===== config.mk =====
export PLATFORM = sky130hd
export DESIGN_NAME = bridge_ndev_flat
export DESIGN_NICKNAME = d
export VERILOG_FILES = /design/src/rtl/bridge_pkg.sv /design/src/rtl/bridge_ndev_if.sv /design/src/rtl/bridge_decode.sv /design/src/rtl/bridge_ndev.sv /design/src/flat_wrapper.sv
export SDC_FILE = /design/constraint.sdc
export NUM_CORES = 1
export LEC_CHECK = 0
export ABC_AREA = 1
export CORE_MARGIN = 2
export CORE_UTILIZATION = 44
export CTS_CLUSTER_DIAMETER = 60
export DETAILED_ROUTE_END_ITERATION = 7
export GPL_TIMING_DRIVEN = 0
export HOLD_SLACK_MARGIN = 0.02
export MAX_ROUTING_LAYER = met4
export PLACE_DENSITY = 0.94
export REMOVE_ABC_BUFFERS = 1
export SLEW_MARGIN = 15
export SYNTH_ARGS = -nofsm -noshare
export SYNTH_HDL_FRONTEND = slang
export SYNTH_SLANG_ARGS = --single-unit

===== constraint.sdc =====
create_clock -name clk -period 2.62 [get_ports clk]
set_input_delay 0.786 -clock clk [delete_from_list [all_inputs] [get_ports clk]]
set_output_delay 0.786 -clock clk [all_outputs]
set_load 0.05 [all_outputs]

===== src/rtl/bridge_pkg.sv =====
// Shared definitions for the CPU-to-peripheral bridge: FSM encoding and
// the fixed widths of the address window and interrupt vector.
package bridge_pkg;

   typedef enum logic [1:0] {
      ST_IDLE   = 2'd0,
      ST_ACCESS = 2'd1,
      ST_RESP   = 2'd2
   } state_e;

   // Each device window is 16 bytes; PrAddr[31:4] selects the window.
   localparam int WIN_OFF_W = 4;
   localparam int WIN_W     = 32 - WIN_OFF_W;

   // Width of the CPU hardware interrupt vector.
   localparam int HWINT_W   = 6;

endpackage


===== src/rtl/bridge_ndev_if.sv =====
// Bus bundle between the CPU memory stage, the bridge and its devices.
// The bridge uses the slave view; the CPU/device side uses the master view.
interface bridge_ndev_if #(
   parameter int N_DEV = 3
) ();

   // CPU side
   logic                          PrReq;
   logic [31:0]                   PrAddr;
   logic [31:0]                   PrWD;
   logic                          PrWE;
   logic                          PrBusy;
   logic                          PrRdy;
   logic [31:0]                   PrRD;
   logic                          PrErr;
   logic [31:0]                   ErrAddr;

   // Device side
   logic [31:0]                   DEVAddr;
   logic [31:0]                   DEVWD;
   logic [N_DEV-1:0]              DEVSel;
   logic [N_DEV-1:0]              DEVWE;
   logic [N_DEV*32-1:0]           DEVRD;
   logic [N_DEV-1:0]              DEVAck;
   logic [N_DEV-1:0]              DEVIrq;
   logic [bridge_pkg::HWINT_W-1:0] HWInt;

   modport slave (
      input  PrReq, PrAddr, PrWD, PrWE,
      output PrBusy, PrRdy, PrRD, PrErr, ErrAddr,
      output DEVAddr, DEVWD, DEVSel, DEVWE,
      input  DEVRD, DEVAck, DEVIrq,
      output HWInt
   );

   modport master (
      output PrReq, PrAddr, PrWD, PrWE,
      input  PrBusy, PrRdy, PrRD, PrErr, ErrAddr,
      input  DEVAddr, DEVWD, DEVSel, DEVWE,
      output DEVRD, DEVAck, DEVIrq,
      input  HWInt
   );

endinterface


===== src/rtl/bridge_decode.sv =====
// Address window decoder: maps PrAddr[31:4] to a one-hot device hit.
// When several windows carry the same base, the lowest index wins.
module bridge_decode
   import bridge_pkg::*;
#(
   parameter int                     N_DEV    = 3,
   parameter logic [N_DEV*WIN_W-1:0] DEV_BASE = {28'h00007F2, 28'h00007F1, 28'h00007F0}
) (
   input  logic [WIN_W-1:0] win_i,
   output logic [N_DEV-1:0] hit_o
);

   // Scan from the top index down so a lower matching index overrides
   always_comb begin
      hit_o = '0;
      for (int i = N_DEV - 1; i >= 0; i--) begin
         if (win_i == DEV_BASE[i*WIN_W +: WIN_W]) begin
            hit_o    = '0;
            hit_o[i] = 1'b1;
         end
      end
   end

endmodule


===== src/rtl/bridge_ndev.sv =====
// CPU-to-peripheral bridge: decodes a CPU access against N_DEV windows,
// runs a select/ack handshake with the chosen device (bounded by TIMEOUT),
// returns registered read data with an error flag, and registers the
// device interrupt lines into the CPU hardware interrupt vector.
module bridge_ndev
   import bridge_pkg::*;
#(
   parameter int                     N_DEV    = 3,
   parameter logic [N_DEV*WIN_W-1:0] DEV_BASE = {28'h00007F2, 28'h00007F1, 28'h00007F0},
   parameter int                     TIMEOUT  = 8,
   parameter logic [31:0]            MISS_RD  = 32'h0000_0000
) (
   input  logic         clk,
   input  logic         reset,
   bridge_ndev_if.slave bus
);

   // Counter only has to reach TIMEOUT-1.
   localparam int CNT_W = (TIMEOUT > 2) ? $clog2(TIMEOUT) : 1;

   state_e               state_q, state_d;
   logic [CNT_W-1:0]     cnt_q, cnt_d;
   logic [31:0]          addr_q, addr_d;
   logic [31:0]          wd_q, wd_d;
   logic [31:0]          rd_q, rd_d;
   logic                 err_q, err_d;
   logic [31:0]          erraddr_q, erraddr_d;
   logic [N_DEV-1:0]     sel_q, sel_d;
   logic [N_DEV-1:0]     we_q, we_d;
   logic [HWINT_W-1:0]   hwint_q, hwint_d;

   logic [N_DEV-1:0]     hit;
   logic                 ack_sel;
   logic [31:0]          rd_sel;

   bridge_decode #(
      .N_DEV    (N_DEV),
      .DEV_BASE (DEV_BASE)
   ) u_decode (
      .win_i (bus.PrAddr[31:WIN_OFF_W]),
      .hit_o (hit)
   );

   // Ack and read data of the currently selected device only
   always_comb begin
      ack_sel = |(bus.DEVAck & sel_q);
      rd_sel  = '0;
      for (int i = 0; i < N_DEV; i++) begin
         if (sel_q[i]) begin
            rd_sel = rd_sel | bus.DEVRD[i*32 +: 32];
         end
      end
   end

   // Next-state and response-register update for the access FSM
   always_comb begin
      state_d   = state_q;
      cnt_d     = cnt_q;
      addr_d    = addr_q;
      wd_d      = wd_q;
      rd_d      = rd_q;
      err_d     = err_q;
      erraddr_d = erraddr_q;
      sel_d     = sel_q;
      we_d      = '0;   // write strobe lasts a single ACCESS cycle

      case (state_q)
         ST_IDLE: begin
            if (bus.PrReq) begin
               addr_d = bus.PrAddr;
               wd_d   = bus.PrWD;
               cnt_d  = '0;
               if (|hit) begin
                  state_d = ST_ACCESS;
                  sel_d   = hit;
                  we_d    = bus.PrWE ? hit : '0;
               end else begin
                  // Unmapped: answer directly without touching any device
                  state_d   = ST_RESP;
                  err_d     = 1'b1;
                  rd_d      = MISS_RD;
                  erraddr_d = bus.PrAddr;
               end
            end
         end

         ST_ACCESS: begin
            if (ack_sel) begin
               // Data is captured for writes as well; the CPU ignores it
               state_d = ST_RESP;
               sel_d   = '0;
               rd_d    = rd_sel;
               err_d   = 1'b0;
            end else if (cnt_q == CNT_W'(TIMEOUT - 1)) begin
               state_d   = ST_RESP;
               sel_d     = '0;
               err_d     = 1'b1;
               rd_d      = MISS_RD;
               erraddr_d = addr_q;
            end else begin
               cnt_d = cnt_q + 1'b1;
            end
         end

         ST_RESP: begin
            state_d = ST_IDLE;
         end

         default: begin
            state_d = ST_IDLE;
            sel_d   = '0;
         end
      endcase
   end

   // FSM state and response registers
   always_ff @(posedge clk) begin
      if (!reset) begin
         state_q   <= ST_IDLE;
         cnt_q     <= '0;
         addr_q    <= '0;
         wd_q      <= '0;
         rd_q      <= '0;
         err_q     <= 1'b0;
         erraddr_q <= '0;
         sel_q     <= '0;
         we_q      <= '0;
      end else begin
         state_q   <= state_d;
         cnt_q     <= cnt_d;
         addr_q    <= addr_d;
         wd_q      <= wd_d;
         rd_q      <= rd_d;
         err_q     <= err_d;
         erraddr_q <= erraddr_d;
         sel_q     <= sel_d;
         we_q      <= we_d;
      end
   end

   // Interrupt vector: device lines in the low bits, unused bits zero
   always_comb begin
      hwint_d              = '0;
      hwint_d[N_DEV-1:0]   = bus.DEVIrq;
   end

   // One-flop interrupt register, independent of the access FSM
   always_ff @(posedge clk) begin
      if (!reset) begin
         hwint_q <= '0;
      end else begin
         hwint_q <= hwint_d;
      end
   end

   assign bus.PrBusy  = (state_q != ST_IDLE);
   assign bus.PrRdy   = (state_q == ST_RESP);
   assign bus.PrRD    = rd_q;
   assign bus.PrErr   = err_q;
   assign bus.ErrAddr = erraddr_q;
   assign bus.DEVAddr = addr_q;
   assign bus.DEVWD   = wd_q;
   assign bus.DEVSel  = sel_q;
   assign bus.DEVWE   = we_q;
   assign bus.HWInt   = hwint_q;

endmodule

===== src/flat_wrapper.sv =====
// flat-port wrapper written by rule: the top's interface ports become plain ports
module bridge_ndev_flat import bridge_pkg::*;
#(
   parameter int                     N_DEV    = 3,
   parameter logic [N_DEV*WIN_W-1:0] DEV_BASE = {28'h00007F2, 28'h00007F1, 28'h00007F0},
   parameter int                     TIMEOUT  = 8,
   parameter logic [31:0]            MISS_RD  = 32'h0000_0000
)
  (clk, reset, bus_PrReq, bus_PrAddr, bus_PrWD, bus_PrWE, bus_PrBusy, bus_PrRdy, bus_PrRD, bus_PrErr, bus_ErrAddr, bus_DEVAddr, bus_DEVWD, bus_DEVSel, bus_DEVWE, bus_DEVRD, bus_DEVAck, bus_DEVIrq, bus_HWInt);
  bridge_ndev_if #(.N_DEV(N_DEV)) bus_i ();
  input  logic clk;
  input  logic reset;
  input wire logic [$bits(bus_i.PrReq)-1:0] bus_PrReq;
  input wire logic [$bits(bus_i.PrAddr)-1:0] bus_PrAddr;
  input wire logic [$bits(bus_i.PrWD)-1:0] bus_PrWD;
  input wire logic [$bits(bus_i.PrWE)-1:0] bus_PrWE;
  output wire logic [$bits(bus_i.PrBusy)-1:0] bus_PrBusy;
  output wire logic [$bits(bus_i.PrRdy)-1:0] bus_PrRdy;
  output wire logic [$bits(bus_i.PrRD)-1:0] bus_PrRD;
  output wire logic [$bits(bus_i.PrErr)-1:0] bus_PrErr;
  output wire logic [$bits(bus_i.ErrAddr)-1:0] bus_ErrAddr;
  output wire logic [$bits(bus_i.DEVAddr)-1:0] bus_DEVAddr;
  output wire logic [$bits(bus_i.DEVWD)-1:0] bus_DEVWD;
  output wire logic [$bits(bus_i.DEVSel)-1:0] bus_DEVSel;
  output wire logic [$bits(bus_i.DEVWE)-1:0] bus_DEVWE;
  input wire logic [$bits(bus_i.DEVRD)-1:0] bus_DEVRD;
  input wire logic [$bits(bus_i.DEVAck)-1:0] bus_DEVAck;
  input wire logic [$bits(bus_i.DEVIrq)-1:0] bus_DEVIrq;
  output wire logic [$bits(bus_i.HWInt)-1:0] bus_HWInt;
  assign bus_i.PrReq = bus_PrReq;
  assign bus_i.PrAddr = bus_PrAddr;
  assign bus_i.PrWD = bus_PrWD;
  assign bus_i.PrWE = bus_PrWE;
  assign bus_PrBusy = bus_i.PrBusy;
  assign bus_PrRdy = bus_i.PrRdy;
  assign bus_PrRD = bus_i.PrRD;
  assign bus_PrErr = bus_i.PrErr;
  assign bus_ErrAddr = bus_i.ErrAddr;
  assign bus_DEVAddr = bus_i.DEVAddr;
  assign bus_DEVWD = bus_i.DEVWD;
  assign bus_DEVSel = bus_i.DEVSel;
  assign bus_DEVWE = bus_i.DEVWE;
  assign bus_i.DEVRD = bus_DEVRD;
  assign bus_i.DEVAck = bus_DEVAck;
  assign bus_i.DEVIrq = bus_DEVIrq;
  assign bus_HWInt = bus_i.HWInt;
  bridge_ndev #(.N_DEV(N_DEV), .DEV_BASE(DEV_BASE), .TIMEOUT(TIMEOUT), .MISS_RD(MISS_RD)) u_core (.clk(clk), .reset(reset), .bus(bus_i));
endmodule

Word-level counts from Yosys, hierarchy flattened
Cells that the tools add are included.
{"block": "word_totals", "out_inout_bits": 143, "reg_bits": 146, "in_bits": 170, "word_cells": 76}
{"block": "op_classes", "n_eq_ne": 13, "muxes": 35, "n_bitwise": 4, "n_addsub": 1, "reduce_logical": 12}
{"op": "$mux 32", "count": 11}
{"op": "$pmux 32 s2", "count": 2}
{"op": "$eq 28x11->1 const B", "count": 3}
{"op": "$or 32x32->32", "count": 2}
{"op": "$mux 3", "count": 10}
{"op": "$reduce_and 4->1", "count": 3}
{"op": "$reduce_and 5->1", "count": 2}
{"op": "$pmux 3 s3", "count": 1}
{"op": "$mux 2", "count": 4}
{"op": "$ne 2x2->1 const B", "count": 4}
{"op": "$pmux 3 s2", "count": 1}
{"op": "$reduce_or 3->1", "count": 2}
{"op": "$mux 1", "count": 4}
{"op": "$ne 2x1->1 const B", "count": 2}
{"op": "$pmux 2 s2", "count": 1}
{"op": "$reduce_and 2->1", "count": 2}
{"op": "$reduce_bool 2->1", "count": 2}
{"op": "$add 3x1->3 const B", "count": 1}
{"op": "$and 3x3->3", "count": 1}
{"op": "$eq 3x3->1 const B", "count": 1}
{"op": "$ne 3x1->1 const B", "count": 1}
{"op": "$eq 2x1->1 const B", "count": 1}
{"op": "$eq 2x2->1 const B", "count": 1}
{"op": "$logic_not 2->1", "count": 1}
{"op": "other kinds (2)", "count": 2}

Depth between registers and ports, before layout
Gate-level depths: netlist of run 1.
{"block": "depth", "ltp_word": 8, "ltp_mapped": 12}

Cells and area by module
From an unflattened synthesis of run 1, not the netlist that was laid out.
{"block": "unflattened", "cells_unflattened": 1005, "area_unflattened_um2": 6485.0}
{"module": "bridge_ndev", "area_per_inst_um2": 6291.0, "seq_area_each_um2": 2862.7, "cells_per_inst": 958, "instances": 1}
{"module": "bridge_decode", "area_per_inst_um2": 193.9, "seq_area_each_um2": 0.0, "cells_per_inst": 47, "instances": 1}

Worst setup path after synthesis of run 1
No wires, ideal clock.
{"block": "synth_timing", "path_type": "input-to-reg", "from": "input port bus_PrAddr[31]", "to": "register u_core.erraddr_q[0] (netlist: u_core.bus.ErrAddr[0])", "setup_time_ns": 0.070, "path_stages": 12, "slack_ns": 0.680, "arrival_time_ns": 1.870, "cell_sequence": "inv_1 -> nand2_1 -> nor2_1 -> nand2_1 -> nor2_1 -> nand2_1 -> nand3_2 -> nand2_2 -> nand2_4 -> buf_4 -> nand2_1 -> a21oi_2"}
{"block": "synth_between", "elab_chain_cells": 7, "elab_cells_between_ends": 9}
{"element": "from (decl)", "line": "flat_wrapper.sv:14", "source": "input wire logic [$bits(bus_i.PrAddr)-1:0] bus_PrAddr;"}
{"element": "$eq 28x11->1", "line": "bridge_decode.sv:17", "source": "if (win_i == DEV_BASE[i*WIN_W +: WIN_W]) begin"}
{"element": "$mux 3 (2 in a row)", "line": "bridge_decode.sv:17"}
{"element": "$mux 3 *", "line": "bridge_decode.sv:17"}
{"element": "$reduce_or 3->1 *", "line": "bridge_ndev.sv:73", "source": "if (|hit) begin"}
{"element": "$ne 2x2->1 (no line) *"}
{"element": "$reduce_and 5->1 (no line) *"}
{"element": "to (signal assigned)", "line": "bridge_ndev.sv:135", "source": "erraddr_q <= erraddr_d;"}
{"element": "to (decl)", "line": "bridge_ndev.sv:27", "source": "logic [31:0] erraddr_q, erraddr_d;"}
Mark *: on every way between the ends. The rest lies on a longest branch, timed or not.
A chain may end at the register's enable or synchronous reset.

Final worst setup path of run 1
{"block": "layout_timing", "from": "input port bus_DEVAck[1]", "to": "register u_core.erraddr_q[13] (netlist: u_core.bus.ErrAddr[13])"}
{"block": "layout_between", "elab_chain_cells": 4}
{"element": "from (decl)", "line": "flat_wrapper.sv:27", "source": "input wire logic [$bits(bus_i.DEVAck)-1:0] bus_DEVAck;"}
{"element": "$and 3x3->3", "line": "bridge_ndev.sv:46", "source": "ack_sel = |(bus.DEVAck & sel_q);"}
{"element": "$reduce_or 3->1", "line": "bridge_ndev.sv:46"}
{"element": "$ne 2x2->1 (no line)"}
{"element": "$reduce_and 5->1 (no line)"}
No other way between the ends.

==> impl_metrics.toml, run 1 <==
[clock_tree]
ctsHtreeMaxLevel = 4
clk_latency_ns = 0.42
cts_tree = "built"
cts_buffer_depth = 2
cts_root_buffer = "clkbuf_16"
clk_pin_slew_ns = 0.06
hold_buffers = 0
cts_made_buffers = 17
clkSinkCount = 143

[place]
hpwl_mm = 15.3
routabilityCongestion = 0.846
dpl_cell_area_sq_mm = 0.00951
portBuffers = 309

[power]
pwr-share-seq = 0.376
p_sw_mw = 1.95
p_int_mw = 4.38
sw_frac_of_total = 0.308
peakVddDrop_v = 0.000483
p_per_area_mw_per_mm2 = 616
power_frac_comb = 0.236
fin_total_pwr_mw = 6.33
clkPwrFrac = 0.387
p_leak_nw = 4.04

[timing]
fin_crit_sh = 0.964
setup_viol = 0
tightest_slew_ns = 0.651
slew_headroom = 0.566
max_freq_mhz = 396
holdWs_ns = 0.459
drv_slew = 0
clock_skew_ns = 0.00813
hold_viol = 0
fin_crit_ns = 2.52

[synthesis]
avgSynthCellArea_sq_um = 7.07
synth_cell_types = 29
synth_area_sq_mm = 0.00644
synth.yosys.seq_area_share = 0.445
yosys_warnings = 0
synth_seq_cells = 143
syn-instance-count = 910

[worst_setup_path]
critPathMaxFanout = 36
r2r_setup_slack_ns = 0.23
critPathLaunchType = "input port"
critPathRequiredTime_ns = 2.96
critPathKind = "in2reg"
critPathCapture = "u_core.bus.ErrAddr[13]"
r2r-end = "u_core.bus.ErrAddr[13]"
reg2reg_depth = 11
timing.rr.start = "u_core.state_q[1]"
crit_arrival_ns = 2.87
timing.critical_path.from = "bus_DEVAck[1]"
endpoint_kind = "flip-flop"

[final_layout]
fin_area_sq_mm = 0.0103
utilization = 0.712
area_growth_pct = 59.5
nets = 1355
drive_gt1_frac = 0.0895
fillCellCount = 1068
final_common_cell = "clkdlybuf4s50_1"
final_cell_mix = "clkdlybuf4s50_1, nand2_1, dfxtp_1"
diodes = 0

[floorplan]
rows = 44
initial_core_util = 0.446
chipWidth_um = 125
die_y_um = 125
dieArea_sq_mm = 0.0156
core_sq_mm = 0.0144
pin_count = 313

[grt]
grt_pass1_wl_mm = 34.4
grt_pass1_vias = 7024
grt_start_max_net_pins = 66
gr-usage-all-layers = 0.282
antenna_found_initial = 0
overflow = 0

[route]
via_per_inst = 5.19
vias = 7166
drtAntennaViolNets = 0
drc = 0
drt_iter0_drc = 469
wl_per_cell_um = 16.5
routed_wl_mm = 22.8
firstDrtPassIters = 5

[worst_hold_path]
hold_class = "reg2reg"

[run_status]
status = "finished, final reports clean"

[run]
cap_violations = 0
worst max-delay path: stages:
cell             delay (ns)
clkdlybuf4s50_1        0.47
nand2_1                0.07
nand3_1                0.17
nand2_1                0.15
inv_6                  0.23
nor3_2                 0.06
nand2_1                0.19
clkinv_8               0.26
nand2_8                0.22
nand2_1                0.09
a21oi_1                0.14
cell usage after synthesis:
| cell | number | share of area |
|---|---|---|
| o211a_1 | 1 | 0.0016 |
| nor2_2 | 1 | 0.00097 |
| clkinv_1 | 1 | 0.00058 |
| o21ai_1 | 1 | 0.00078 |
| nor2_1 | 87 | 0.051 |
| nand3b_1 | 1 | 0.0012 |
| nor3_2 | 1 | 0.0016 |
| buf_6 | 4 | 0.0070 |
| conb_1 | 1 | 0.00058 |
| clkinv_4 | 1 | 0.0014 |
| inv_2 | 8 | 0.0047 |
| clkbuf_1 | 43 | 0.025 |
| nand3_1 | 51 | 0.040 |
| nand4_1 | 1 | 0.00097 |
| nand2_2 | 2 | 0.0019 |
| o21ai_0 | 97 | 0.075 |
| nand2_4 | 2 | 0.0035 |
| buf_8 | 1 | 0.0023 |
| buf_4 | 8 | 0.0093 |
| a21oi_1 | 83 | 0.065 |
| buf_2 | 9 | 0.0070 |
| dfxtp_1 | 143 | 0.44 |
| a21oi_2 | 20 | 0.027 |
| nor2_4 | 2 | 0.0035 |
| ha_1 | 2 | 0.0039 |
| nand2_1 | 266 | 0.16 |
| inv_1 | 51 | 0.030 |
| nor3_4 | 1 | 0.0025 |
| nand3_2 | 21 | 0.033 |
sequential cells by signal, indices dropped and copies added (netlist names):
register	cells
u_core.bus.DEVWE	3
u_core.bus.PrErr	1
u_core.bus.PrRD	32
u_core.bus.HWInt	3
u_core.cnt_q	3
u_core.bus.DEVAddr	32
u_core.bus.ErrAddr	32
u_core.bus.DEVSel	3
u_core.bus.DEVWD	32
u_core.state_q	2
stage by stage:
stage	TNS, ns	setup slack [ns]	instances
2_1_floorplan	-37.80	-1.09	847
3_3_place_gp	-293.45	-3.22	1340
3_5_place_dp	-72.47	-1.09	1343
4_1_cts	-0.00581	-0.00581	1376
5_1_grt	-0.170	-0.0583	1380
6_report	0	0.0956	1380
per-layer routing:
metal  GRT usage  up-vias  share of wire
li1            -     3474              -
met1       0.308     3310           0.39
met2       0.477      319           0.50
met3      0.0685       63          0.074
met4       0.147        0          0.041
met5           -        -              0
power groups by stage:
stage	logic [mW]	registers (mW)	clock network (mW)
final	1.49	2.38	2.45
after floorplan	0.334	2.88	0
after global placement	1.42	2.42	0
after global routing	1.58	2.39	2.57
after detailed placement	1.45	2.43	0
after CTS	1.47	2.38	2.48
logic make-up (layout without fill, tap and decap cells):
| kind of cell | count (synthesis) | in the layout | share of synthesized area |
|---|---|---|---|
| AOI/OAI and AO/OA | 202 | 202 | 0.169 |
| other | 1 | 3 | 0.000583 |
| adders and majority gates | 2 | 2 | 0.00389 |
| and+or+nand+nor | 436 | 441 | 0.294 |
| DFF | 143 | 143 | 0.445 |
| buffers and inverters | 126 | 405 | 0.0871 |
what timing repair did:
action                                  CTS  global route
gates resized for setup                  18            12
cloned                                    1             4
pin swaps                                 1             4
setup buffers                             0             0
endpoints found under the setup margin   74            95
how the worst min path moves through the flow:
| stage | startpoint | end | slack (ns) | depth (start not counted) |
|---|---|---|---|---|
| 3_5_place_dp | u_core.bus.PrRD[7] | u_core.bus.PrRD[7] | 0.45 | 2 |
| 5_1_grt | u_core.bus.ErrAddr[26] | u_core.bus.ErrAddr[26] | 0.49 | 2 |
| 3_3_place_gp | u_core.bus.ErrAddr[13] | u_core.bus.ErrAddr[13] | 0.45 | 2 |
| 2_1_floorplan | u_core.cnt_q[1] | u_core.cnt_q[1] | 0.45 | 2 |
| 4_1_cts | u_core.bus.PrRD[7] | u_core.bus.PrRD[7] | 0.46 | 2 |
| 6_report | u_core.bus.PrRD[7] | u_core.bus.PrRD[7] | 0.46 | 2 |
final cells by class:
type	instances	area [sq um]	share of cell area
multi-input cells	648	3170	0.309
repair buffers	312	3140	0.306
flip-flops and latches	143	2880	0.280
clock buffers	18	429	0.0418
inverters	61	251	0.0245
well taps	184	230	0.0224
clock inverters	14	166	0.0162
Note: power is estimated with default switching activity, not from simulation.
==> run 2: changes to the inputs <==
--- a/config.mk
+++ b/config.mk
@@ -7,13 +7,13 @@
 export LEC_CHECK = 0
 export ABC_AREA = 1
 export CORE_MARGIN = 2
-export CORE_UTILIZATION = 44
+export CORE_UTILIZATION = 30
 export CTS_CLUSTER_DIAMETER = 60
 export DETAILED_ROUTE_END_ITERATION = 7
 export GPL_TIMING_DRIVEN = 0
 export HOLD_SLACK_MARGIN = 0.02
 export MAX_ROUTING_LAYER = met4
-export PLACE_DENSITY = 0.94
+export PLACE_DENSITY = 0.7
 export REMOVE_ABC_BUFFERS = 1
 export SLEW_MARGIN = 15
 export SYNTH_ARGS = -nofsm -noshare
==> impl_metrics.toml, run 2 (synthesized netlist as in run 1, its figures left out) <==
[timing]
clock_skew_ns = 0.0141
fin_crit_sh = 0.931
drv_slew = 0
setup_viol = 0
hold_viol = 0
max_freq_mhz = 410
slew_headroom = 0.536
rsz0062_at_grt = "no"
holdWs_ns = 0.461
tightest_slew_ns = 0.696
fin_crit_ns = 2.44

[worst_hold_path]
hold_class = "reg2reg"

[worst_setup_path]
crit_arrival_ns = 2.71
max_stage_delay_ns = 0.39
critPathLaunchType = "input port"
worstPathCellList = "clkdlybuf4s50_1, nand2_1, nand3_1, nand2_1, inv_8, nor3_2, nand2_1, bufinv_16, nand2_8, nand2_1, a21oi_2"
endpoint_kind = "flip-flop"
path_common_cell = "nand2_1"
critPathKind = "in2reg"
critPathRequiredTime_ns = 2.89
cp_slowest_cell = "clkdlybuf4s50_1"
critPathMaxFanout = 35

[final_layout]
final_cell_mix = "clkdlybuf4s50_1, nand2_1, dfxtp_1"
fin_area_sq_mm = 0.0103
final_common_cell = "clkdlybuf4s50_1"
nets = 1353
drive_gt1_frac = 0.0888
area_growth_pct = 60.8

[route]
wl_per_cell_um = 15.3
wl_met2_mm = 10.9
top_layer_used = "met4"
wl_met1_mm = 9.27
vias = 6758
drt_iter0_drc = 236
drc = 0
firstDrtPassIters = 6
routed_wl_mm = 22.5
drtAntennaViolNets = 0
wl_met3_mm = 2.17
via_per_inst = 4.60

[clock_tree]
clkSinkCount = 143
clk_latency_ns = 0.41
cts_root_buffer = "clkbuf_16"
ctsHtreeMaxLevel = 4
cts_tree = "built"
cts_buffer_depth = 2
postCtsSetupBuffers = 0
hold_buffers = 0
cts_made_buffers = 17
clk_pin_slew_ns = 0.06

[power]
p_leak_nw = 4.02
pwr-share-seq = 0.381
clkPwrFrac = 0.382
p_per_area_mw_per_mm2 = 603
sw_frac_of_total = 0.317
p_int_mw = 4.26
peakVddDrop_v = 0.000411
p_sw_mw = 1.98
power_frac_comb = 0.237
fin_total_pwr_mw = 6.24

[floorplan]
chipWidth_um = 150
dieArea_sq_mm = 0.0226
pin_count = 313
initial_core_util = 0.306
core_sq_mm = 0.0210
die_y_um = 150
rows = 53

[grt]
overflow = 0
antenna_found_initial = 1
gr-usage-all-layers = 0.188
grt_pass1_vias = 6135
grt_start_max_net_pins = 83
grt_pass1_wl_mm = 32.2

[run_status]
status = "finished, final reports clean"

[place]
portBuffers = 309
dpl_cell_area_sq_mm = 0.00961
hpwl_mm = 15.0
routabilityCongestion = 0.772

[run]
cap_violations = 0
## run 2: timing repair
action,CTS,global route
endpoints found under the setup margin,75,66
resized for setup,20,8
cloned,0,4
pin swaps,0,3
## run 2: per-stage QoR
stage / utilization / cells / setup TNS (ns) / setup WS, ns
6_report: 0.492 / 1470 / 0 / 0.181
5_1_grt: 0.492 / 1470 / 0 / 0.0248
4_1_cts: 0.488 / 1465 / -0.0576 / -0.0576
3_5_place_dp: 0.457 / 1433 / -75.84 / -1.19
3_3_place_gp: 0.455 / 1431 / -337.84 / -3.55
2_1_floorplan: - / 847 / -37.80 / -1.09
## run 2: final timing paths
kind	startpoint	end	slack, ns	cells past startpoint
setup / recovery	bus_DEVAck[1]	u_core.bus.ErrAddr[4]	0.18	11
hold / removal	u_core.bus.PrRD[16]	u_core.bus.PrRD[16]	0.46	2
setup reg to reg	u_core.state_q[1]	u_core.bus.ErrAddr[4]	0.21	11
hold reg to reg	u_core.bus.PrRD[16]	u_core.bus.PrRD[16]	0.46	2
## run 2: power by group through the flow
stage / Combinational (mW) / Sequential [mW] / Clock (mW)
after floorplan: 0.334 / 2.88 / 0
after global placement: 1.44 / 2.42 / 0
after detailed placement: 1.45 / 2.43 / 0
after CTS: 1.46 / 2.38 / 2.45
after global routing: 1.57 / 2.39 / 2.54
final: 1.48 / 2.38 / 2.38
## run 2: layout make-up
type                       instances  area [sq um]
clock inverter                    13           128
inverter                          61           267
clock buffer                      19           453
timing repair buffer             311          3130
tap                              275           344
antenna                            1          2.50
multi-input combinational        647          3150
fill                            2067         10700
sequential                       143          2870
## run 2: critical path: cells and delay by family
kind,cells,cell delay (ns)
simple gates,7,0.99
compound gates,1,0.05
buf+inv,3,0.85
## run 2: routing by layer
| metal | GRT usage | up-vias |
|---|---|---|
| met5 | - | - |
| met2 | 0.325 | 228 |
| met3 | 0.0661 | 11 |
| met4 | 0.0406 | 0 |
| li1 | - | 3464 |
| met1 | 0.209 | 3055 |
